[config.mk]
export PLATFORM = sky130hd
export DESIGN_NAME = uart_rx
export DESIGN_NICKNAME = d
export VERILOG_FILES = /design/src/rtl/uart_pkg.sv /design/src/rtl/uart_rx_sync.sv /design/src/rtl/uart_rx.sv
export SDC_FILE = /design/constraint.sdc
export NUM_CORES = 1
export LEC_CHECK = 0
export ABC_AREA = 1
export BUFFER_PORTS_ARGS = -buffer_cell sky130_fd_sc_hd__buf_2
export CORE_UTILIZATION = 50
export CTS_BUF_LIST = sky130_fd_sc_hd__clkbuf_8
export CTS_CLUSTER_DIAMETER = 30
export CTS_CLUSTER_SIZE = 30
export DETAILED_ROUTE_END_ITERATION = 12
export PLACE_DENSITY = 0.77
export SYNTH_ARGS = -nofsm -noshare
export SYNTH_HDL_FRONTEND = slang
export SYNTH_SLANG_ARGS = --single-unit
export TNS_END_PERCENT = 10
[constraint.sdc]
create_clock -name clk -period 3.87 [get_ports clk]
set_clock_uncertainty 0.2 [all_clocks]
set_input_delay 0 -clock clk [delete_from_list [all_inputs] [get_ports clk]]
set_output_delay 0 -clock clk [all_outputs]
set_load 0.005 [all_outputs]
[src/rtl/uart_pkg.sv]
// uart_pkg: shared UART types, oversampling constant, frame defaults and counter sizing
package uart_pkg;
  typedef enum logic [1:0] {IDLE, START, DATA, STOP} rx_state_e;
  localparam int OVERSAMPLE = 16;
  localparam int DBIT_DEF = 8;
  localparam int SB_TICK_DEF = 16;
  // Tick counter must reach SB_TICK-1, so two stop bits need a fifth bit
  function automatic int cnt_w(input int sb_tick);
    return (sb_tick > OVERSAMPLE) ? 5 : 4;
  endfunction
endpackage

[src/rtl/uart_rx_sync.sv]
// rx_sync: 2-flop synchroniser for an asynchronous input
//   clk, reset (sync, active-low), d async in, q synchronised out (RST_VAL while in reset)
module rx_sync #(
  parameter logic RST_VAL = 1'b1
) (
  input  logic clk,
  input  logic reset,
  input  logic d,
  output logic q
);
  logic [1:0] ff_q;
  always_ff @(posedge clk)
    if (!reset) ff_q <= {2{RST_VAL}};
    else ff_q <= {ff_q[0], d};
  assign q = ff_q[1];
endmodule

[src/rtl/uart_rx.sv]
// uart_rx: 16x oversampled UART receiver with FIFO write strobe and sticky error flags
//   in : clk, reset (sync, active-low), rx, s_tick, rx_fifo_full, err_clr
//   out: rx_dout, rx_fifo_wr, rx_busy, rx_frame_err, rx_overrun
module uart_rx import uart_pkg::*; #(
  parameter int DBIT = DBIT_DEF,
  parameter int SB_TICK = SB_TICK_DEF
) (
  input  logic            clk,
  input  logic            reset,
  input  logic            rx,
  input  logic            s_tick,
  input  logic            rx_fifo_full,
  input  logic            err_clr,
  output logic [DBIT-1:0] rx_dout,
  output logic            rx_fifo_wr,
  output logic            rx_busy,
  output logic            rx_frame_err,
  output logic            rx_overrun
);
  localparam int SW = cnt_w(SB_TICK);
  rx_state_e state_q, state_d;
  logic [SW-1:0] s_q, s_d;
  logic [2:0] n_q, n_d;
  logic [DBIT-1:0] b_q, b_d, dout_q, dout_d;
  logic wr_q, wr_d, fe_q, fe_d, ov_q, ov_d, fe_set, ov_set, rx_s;
  rx_sync #(.RST_VAL(1'b1)) u_sync (.clk(clk), .reset(reset), .d(rx), .q(rx_s));
  always_comb begin
    state_d = state_q;
    s_d = s_q;
    n_d = n_q;
    b_d = b_q;
    dout_d = dout_q;
    wr_d = 1'b0;
    fe_set = 1'b0;
    ov_set = 1'b0;
    case (state_q)
      IDLE:
        if (!rx_s) begin
          state_d = START;
          s_d = '0;
        end
      START:
        if (s_tick) begin
          if (s_q == SW'(OVERSAMPLE / 2 - 1)) begin
            // still low at mid start bit: genuine start, otherwise a glitch
            state_d = rx_s ? IDLE : DATA;
            s_d = '0;
            n_d = '0;
          end else s_d = s_q + 1'b1;
        end
      DATA:
        if (s_tick) begin
          if (s_q == SW'(OVERSAMPLE - 1)) begin
            s_d = '0;
            b_d = {rx_s, b_q[DBIT-1:1]};
            if (n_q == 3'(DBIT - 1)) state_d = STOP;
            else n_d = n_q + 1'b1;
          end else s_d = s_q + 1'b1;
        end
      STOP:
        if (s_tick) begin
          if (s_q == SW'(SB_TICK - 1)) begin
            state_d = IDLE;
            if (!rx_s) fe_set = 1'b1;
            else if (rx_fifo_full) ov_set = 1'b1;
            else begin
              dout_d = b_q;
              wr_d = 1'b1;
            end
          end else s_d = s_q + 1'b1;
        end
      default: state_d = IDLE;
    endcase
    // a new error in the same cycle as err_clr stays set
    fe_d = fe_set | (fe_q & ~err_clr);
    ov_d = ov_set | (ov_q & ~err_clr);
  end
  always_ff @(posedge clk)
    if (!reset) begin
      state_q <= IDLE;
      s_q <= '0;
      n_q <= '0;
      b_q <= '0;
      dout_q <= '0;
      wr_q <= 1'b0;
      fe_q <= 1'b0;
      ov_q <= 1'b0;
    end else begin
      state_q <= state_d;
      s_q <= s_d;
      n_q <= n_d;
      b_q <= b_d;
      dout_q <= dout_d;
      wr_q <= wr_d;
      fe_q <= fe_d;
      ov_q <= ov_d;
    end
  assign rx_dout = dout_q;
  assign rx_fifo_wr = wr_q;
  assign rx_busy = state_q != IDLE;
  assign rx_frame_err = fe_q;
  assign rx_overrun = ov_q;
endmodule

# ---- After elaboration in Yosys (flattened, before gate mapping)
# Cells that the tools add are included.
dict set report op_classes {
  addsub 2
  n_eq_ne 16
  muxes 34
  n_bitwise 6
  reduce_logical 9
}
# cell n
set ops {}
lappend ops {{$mux 4} 7}
lappend ops {{$ne 2x2->1 const B} 10}
lappend ops {{$mux 2} 9}
lappend ops {{$pmux 4 s4} 1}
lappend ops {{$mux 3} 5}
lappend ops {{$reduce_and 5->1} 3}
lappend ops {{$mux 1} 10}
lappend ops {{$pmux 2 s4} 1}
lappend ops {{$reduce_and 8->1} 1}
lappend ops {{$pmux 3 s2} 1}
lappend ops {{$reduce_and 6->1} 1}
lappend ops {{$add 4x1->4 const B} 1}
lappend ops {{$eq 2x2->1 const B} 2}
lappend ops {{$eq 4x3->1 const B} 1}
lappend ops {{$eq 4x4->1 const B} 1}
lappend ops {{$reduce_bool 2->1} 2}
lappend ops {{$add 3x1->3 const B} 1}
lappend ops {{$eq 3x3->1 const B} 1}
lappend ops {{$reduce_and 3->1} 1}
lappend ops {{$and 1x1->1} 2}
lappend ops {{$eq 2x1->1 const B} 1}
lappend ops {{$logic_not 2->1} 1}
lappend ops {{$not 1->1} 2}
lappend ops {{$or 1x1->1} 2}
dict set report word_totals {
  register_bits 30
  in_bits 6
}

# ---- Longest topological paths before layout
dict set report depth {
  word_depth 6
  depth_mapped 10
  depth_no_buf 9
}

# ---- By module
# Synthesis repeated with hierarchy kept, for this count alone.
dict set report hier_totals {
  hier_cells 180
  area_unflattened_um2 1346.3
}
# mod n_inst cells_each area_per_inst_um2 seq_area_each_um2
set modules_own_cells {}
lappend modules_own_cells {uart_rx 1 174 1291.2 560.5}
lappend modules_own_cells {rx_sync 1 6 55.1 40.0}

# ---- Least setup slack after synthesis
# No wires, ideal clock.
dict set report synth_path {
  kind {reg2reg}
  startpoint {register s_q[0]}
  endpoint {register (tool-made name)}
  t_arrival_ns 1.206
  setup_slack_ns 2.350
  stages_incl_launch_ff 9
  period_less_slack_ns 1.520
  cell_sequence {dfxtp_1 > ha_1 > nand3_4 > nand2_1 > nand2_1 > nor2_1 > nand2_1 > nand3_1 > nand2_1}
}
# element line
set synth_rtl {}
lappend synth_rtl {{start, declared} uart_rx.sv:22} ;# logic [SW-1:0] s_q, s_d;
lappend synth_rtl {{start signal, assigned} uart_rx.sv:81} ;# s_q <= '0;
lappend synth_rtl {{start signal, assigned} uart_rx.sv:90} ;# s_q <= s_d;

# ---- Final worst setup path
dict set report layout_path {
  startpoint {register s_q[0]}
  endpoint {register ov_q (netlist: rx_overrun)}
}
dict set report layout_between {
  elab_chain_len 5
}
# element line
set layout_lines {}
lappend layout_lines {{$eq 4x4->1} uart_rx.sv:62} ;# if (s_q == SW'(SB_TICK - 1)) begin
lappend layout_lines {{$mux 1} uart_rx.sv:62}
lappend layout_lines {{$mux 1} uart_rx.sv:61} ;# if (s_tick) begin
lappend layout_lines {{$mux 1} uart_rx.sv:36} ;# case (state_q)
lappend layout_lines {{$or 1x1->1} uart_rx.sv:76} ;# ov_d = ov_set | (ov_q & ~err_clr);
lappend layout_lines {{end signal, assigned} uart_rx.sv:96} ;# ov_q <= ov_d;
lappend layout_lines {{end, declared} uart_rx.sv:25} ;# logic wr_q, wr_d, fe_q, fe_d, ov_q, ov_d, fe_set, ov_set, rx_s;
# Every way passes these cells.
# A chain may end at the register's enable or synchronous reset.

==> impl_metrics.ini <==
[drt]
wl_met2_um = 1440
m1WireLength_um = 1250
drt_iter0_markers = 11
wl_met3_um = 86
ant_nets = 0
wl_per_cell_um = 12.3
top_layer_used = met4
dr_total_vias = 1179
routed_via_density = 5.10
drtPass1Iterations = 5
drc_errors = 0
wl_um = 2840

[synth]
synth_largest_area_cell = dfxtp_1
synth-seq-cells = 30
synth_top_family_by_area = simple AND/OR/NAND/NOR gates
seq_area_frac_synth = 0.461
synth-adder-area-share = 0.0288
syn_area_um2 = 1300
synth_warnings = 0
synth_compound_area_frac = 0.110
syn-num-nets = 181
postSynthAreaPerCell_um2 = 7.57
synthFlopType = dfxtp_1
syn_inst = 172
yosysUniqueCellTypes = 23
synth.top_cell.area_share = 0.461
synthMuxAreaShare = 0
synth_edf_count = 0
synth_area_leaders = dfxtp_1, nand2_1, nor2_1, nand3_1, a21oi_1
synth_xor_area_frac = 0.00672
yosys-top-cells-count = nand2_1, dfxtp_1, nor2_1, nand3_1, a21oi_1
synth.most_common_cell = nand2_1
synth-simple-area-share = 0.348
async_flop_share = 0

[timing]
hold_viol_final = 0
max_clock_freq_ghz = 0.487
setup_viol = 0
worst_slew_pin_slew_ps = 476
setup-tns-final_ps = 0
rsz0062_at_grt = no
slew_viol_final = 0
fin_crit_ps = 2050
setup_ws_ps = 1820
relSlewSlack = 0.682
period_share = 0.531
hold-worst-slack_ps = 227

[layout]
layout-drive-gt1-share = 0.199
fin_nets = 209
antennaDiodeCount = 0
area_growth_pct = 20.8
fillCellCount = 227

[place]
pre_cts_slack_ps = 2160
portBuffers = 17
gp_congestion = 0.784
hpwl_um = 2010

[floorplanning]
core_area_um2 = 2480
io_pins = 18
start_util = 0.526
rows = 18
die_area_um2 = 2810
dieWidth_um = 53.0
die_h_um = 53.0

[outcome]
status = finished clean

[grt]
grt_start_max_net_pins = 17
antenna_found_initial = 0
grt_overflow_total = 0
grtUsageTotal = 0.225
grt_pass1_vias = 1054
grt_pass1_wl_um = 4400

[clock_tree]
cts-buffers-inserted = 5
clock_sinks = 30
cts.path.max_buffers = 2
clkLatencyLatePin_ps = 280
root_buffer = clkbuf_8
cts_tree = built
htreeDepth = 2
clk_pin_slew_ps = 60

[hold_path]
hold_class = flip-flop to flip-flop

[pwr]
max-vdd-ir-drop_mv = 0.318
power.density_nw_per_um2 = 403
leakagePower_nw = 0.697
total_power_mw = 0.634

[setup_path]
cp.arrival_ps = 2060
cp_max_fo = 4
start_kind = flip-flop
cp-end-kind = flip-flop
cp.required_ps = 3880
setup.worst_path.class = flip-flop to flip-flop

[job]
drv_cap = 0
final cells by class:
type                       instances  area (µm²)  area share
sequential                        30         601       0.382
timing repair buffer              24         155      0.0986
inverter                          12        46.3      0.0294
clock buffer                       6        82.6      0.0525
clock inverter                     2        8.76     0.00556
multi-input combinational        127         643       0.409
tap                               30        37.5      0.0238
sequential cells by signal (all words and copies together) (netlist names), named ones only:
signal	cells
u_sync.ff_q	2
b_q	8
rx_overrun	1
rx_frame_err	1
rx_fifo_wr	1
n_q	3
state_q	1
s_q	4
rx_dout	8
cells by family after synthesis:
family | after synthesis
DFF | 30
buffers and inverters | 15
and+or+nand+nor | 95
xor gates and xnor gates | 1
adders and majority gates | 3
AOI/OAI and AO/OA | 28
critical path: stages (launching register included):
cell           delay [ps]
dfxtp_1               380
ha_1                  280
nand3_4               160
nor2_2                170
nand4_1                90
dlygate4sd3_1         570
a21oi_1               140
final timing paths:
path             startpoint  slack (ps)              to  cells past startpoint
max                  s_q[0]        1820      rx_overrun                      6
min          u_sync.ff_q[0]         230  u_sync.ff_q[1]                      1
max reg2reg          s_q[0]        1820      rx_overrun                      6
min reg2reg  u_sync.ff_q[0]         230  u_sync.ff_q[1]                      1
through the flow:
step / util / cell area [µm²] / std cells
floorplan: - / 1300 / 172
detailed placement: 0.570 / 1410 / 216
CTS: 0.635 / 1570 / 231
global route: 0.635 / 1570 / 231
finish: 0.635 / 1570 / 231
global placement: 0.570 / 1410 / 216
per-layer routing:
layer | global-route usage | vias to the layer above
met2 | 0.378 | 16
met5 | 0 | -
met3 | 0.0805 | 8
met1 | 0.247 | 538
met4 | 0.114 | 0
li1 | - | 617
power by group:
part / switching (mW) / internal, mW
combinational: 0.0393 / 0.0217
sequential: 0.00693 / 0.313
clock: 0.113 / 0.140
total: 0.159 / 0.475
layout by cell type (no fill, tap or decap), types with 2 or more instances in the layout:
| cell | synthesis | final |
|---|---|---|
| or2_2 | 2 | 2 |
| nand3_1 | 19 | 19 |
| dfxtp_1 | 30 | 30 |
| a21oi_1 | 18 | 18 |
| nand2_2 | 3 | 3 |
| dlygate4sd3_1 | 0 | 7 |
| inv_2 | 3 | 3 |
| clkinv_2 | 1 | 2 |
| clkbuf_8 | 0 | 6 |
| o21ai_1 | 9 | 9 |
| nand2_1 | 36 | 36 |
| inv_1 | 8 | 9 |
| nand4_1 | 2 | 2 |
| nor2_2 | 2 | 2 |
| buf_2 | 1 | 17 |
| ha_1 | 3 | 3 |
| nor2_1 | 27 | 27 |
repair_timing:
| action | CTS | global route |
|---|---|---|
| gates resized for setup | 0 | 0 |
| hold buffers | 7 | 0 |
| hold endpoints to repair | 28 | 0 |
| setup buffers | 0 | 0 |
No activity file was read; power rests on OpenSTA's default activity.
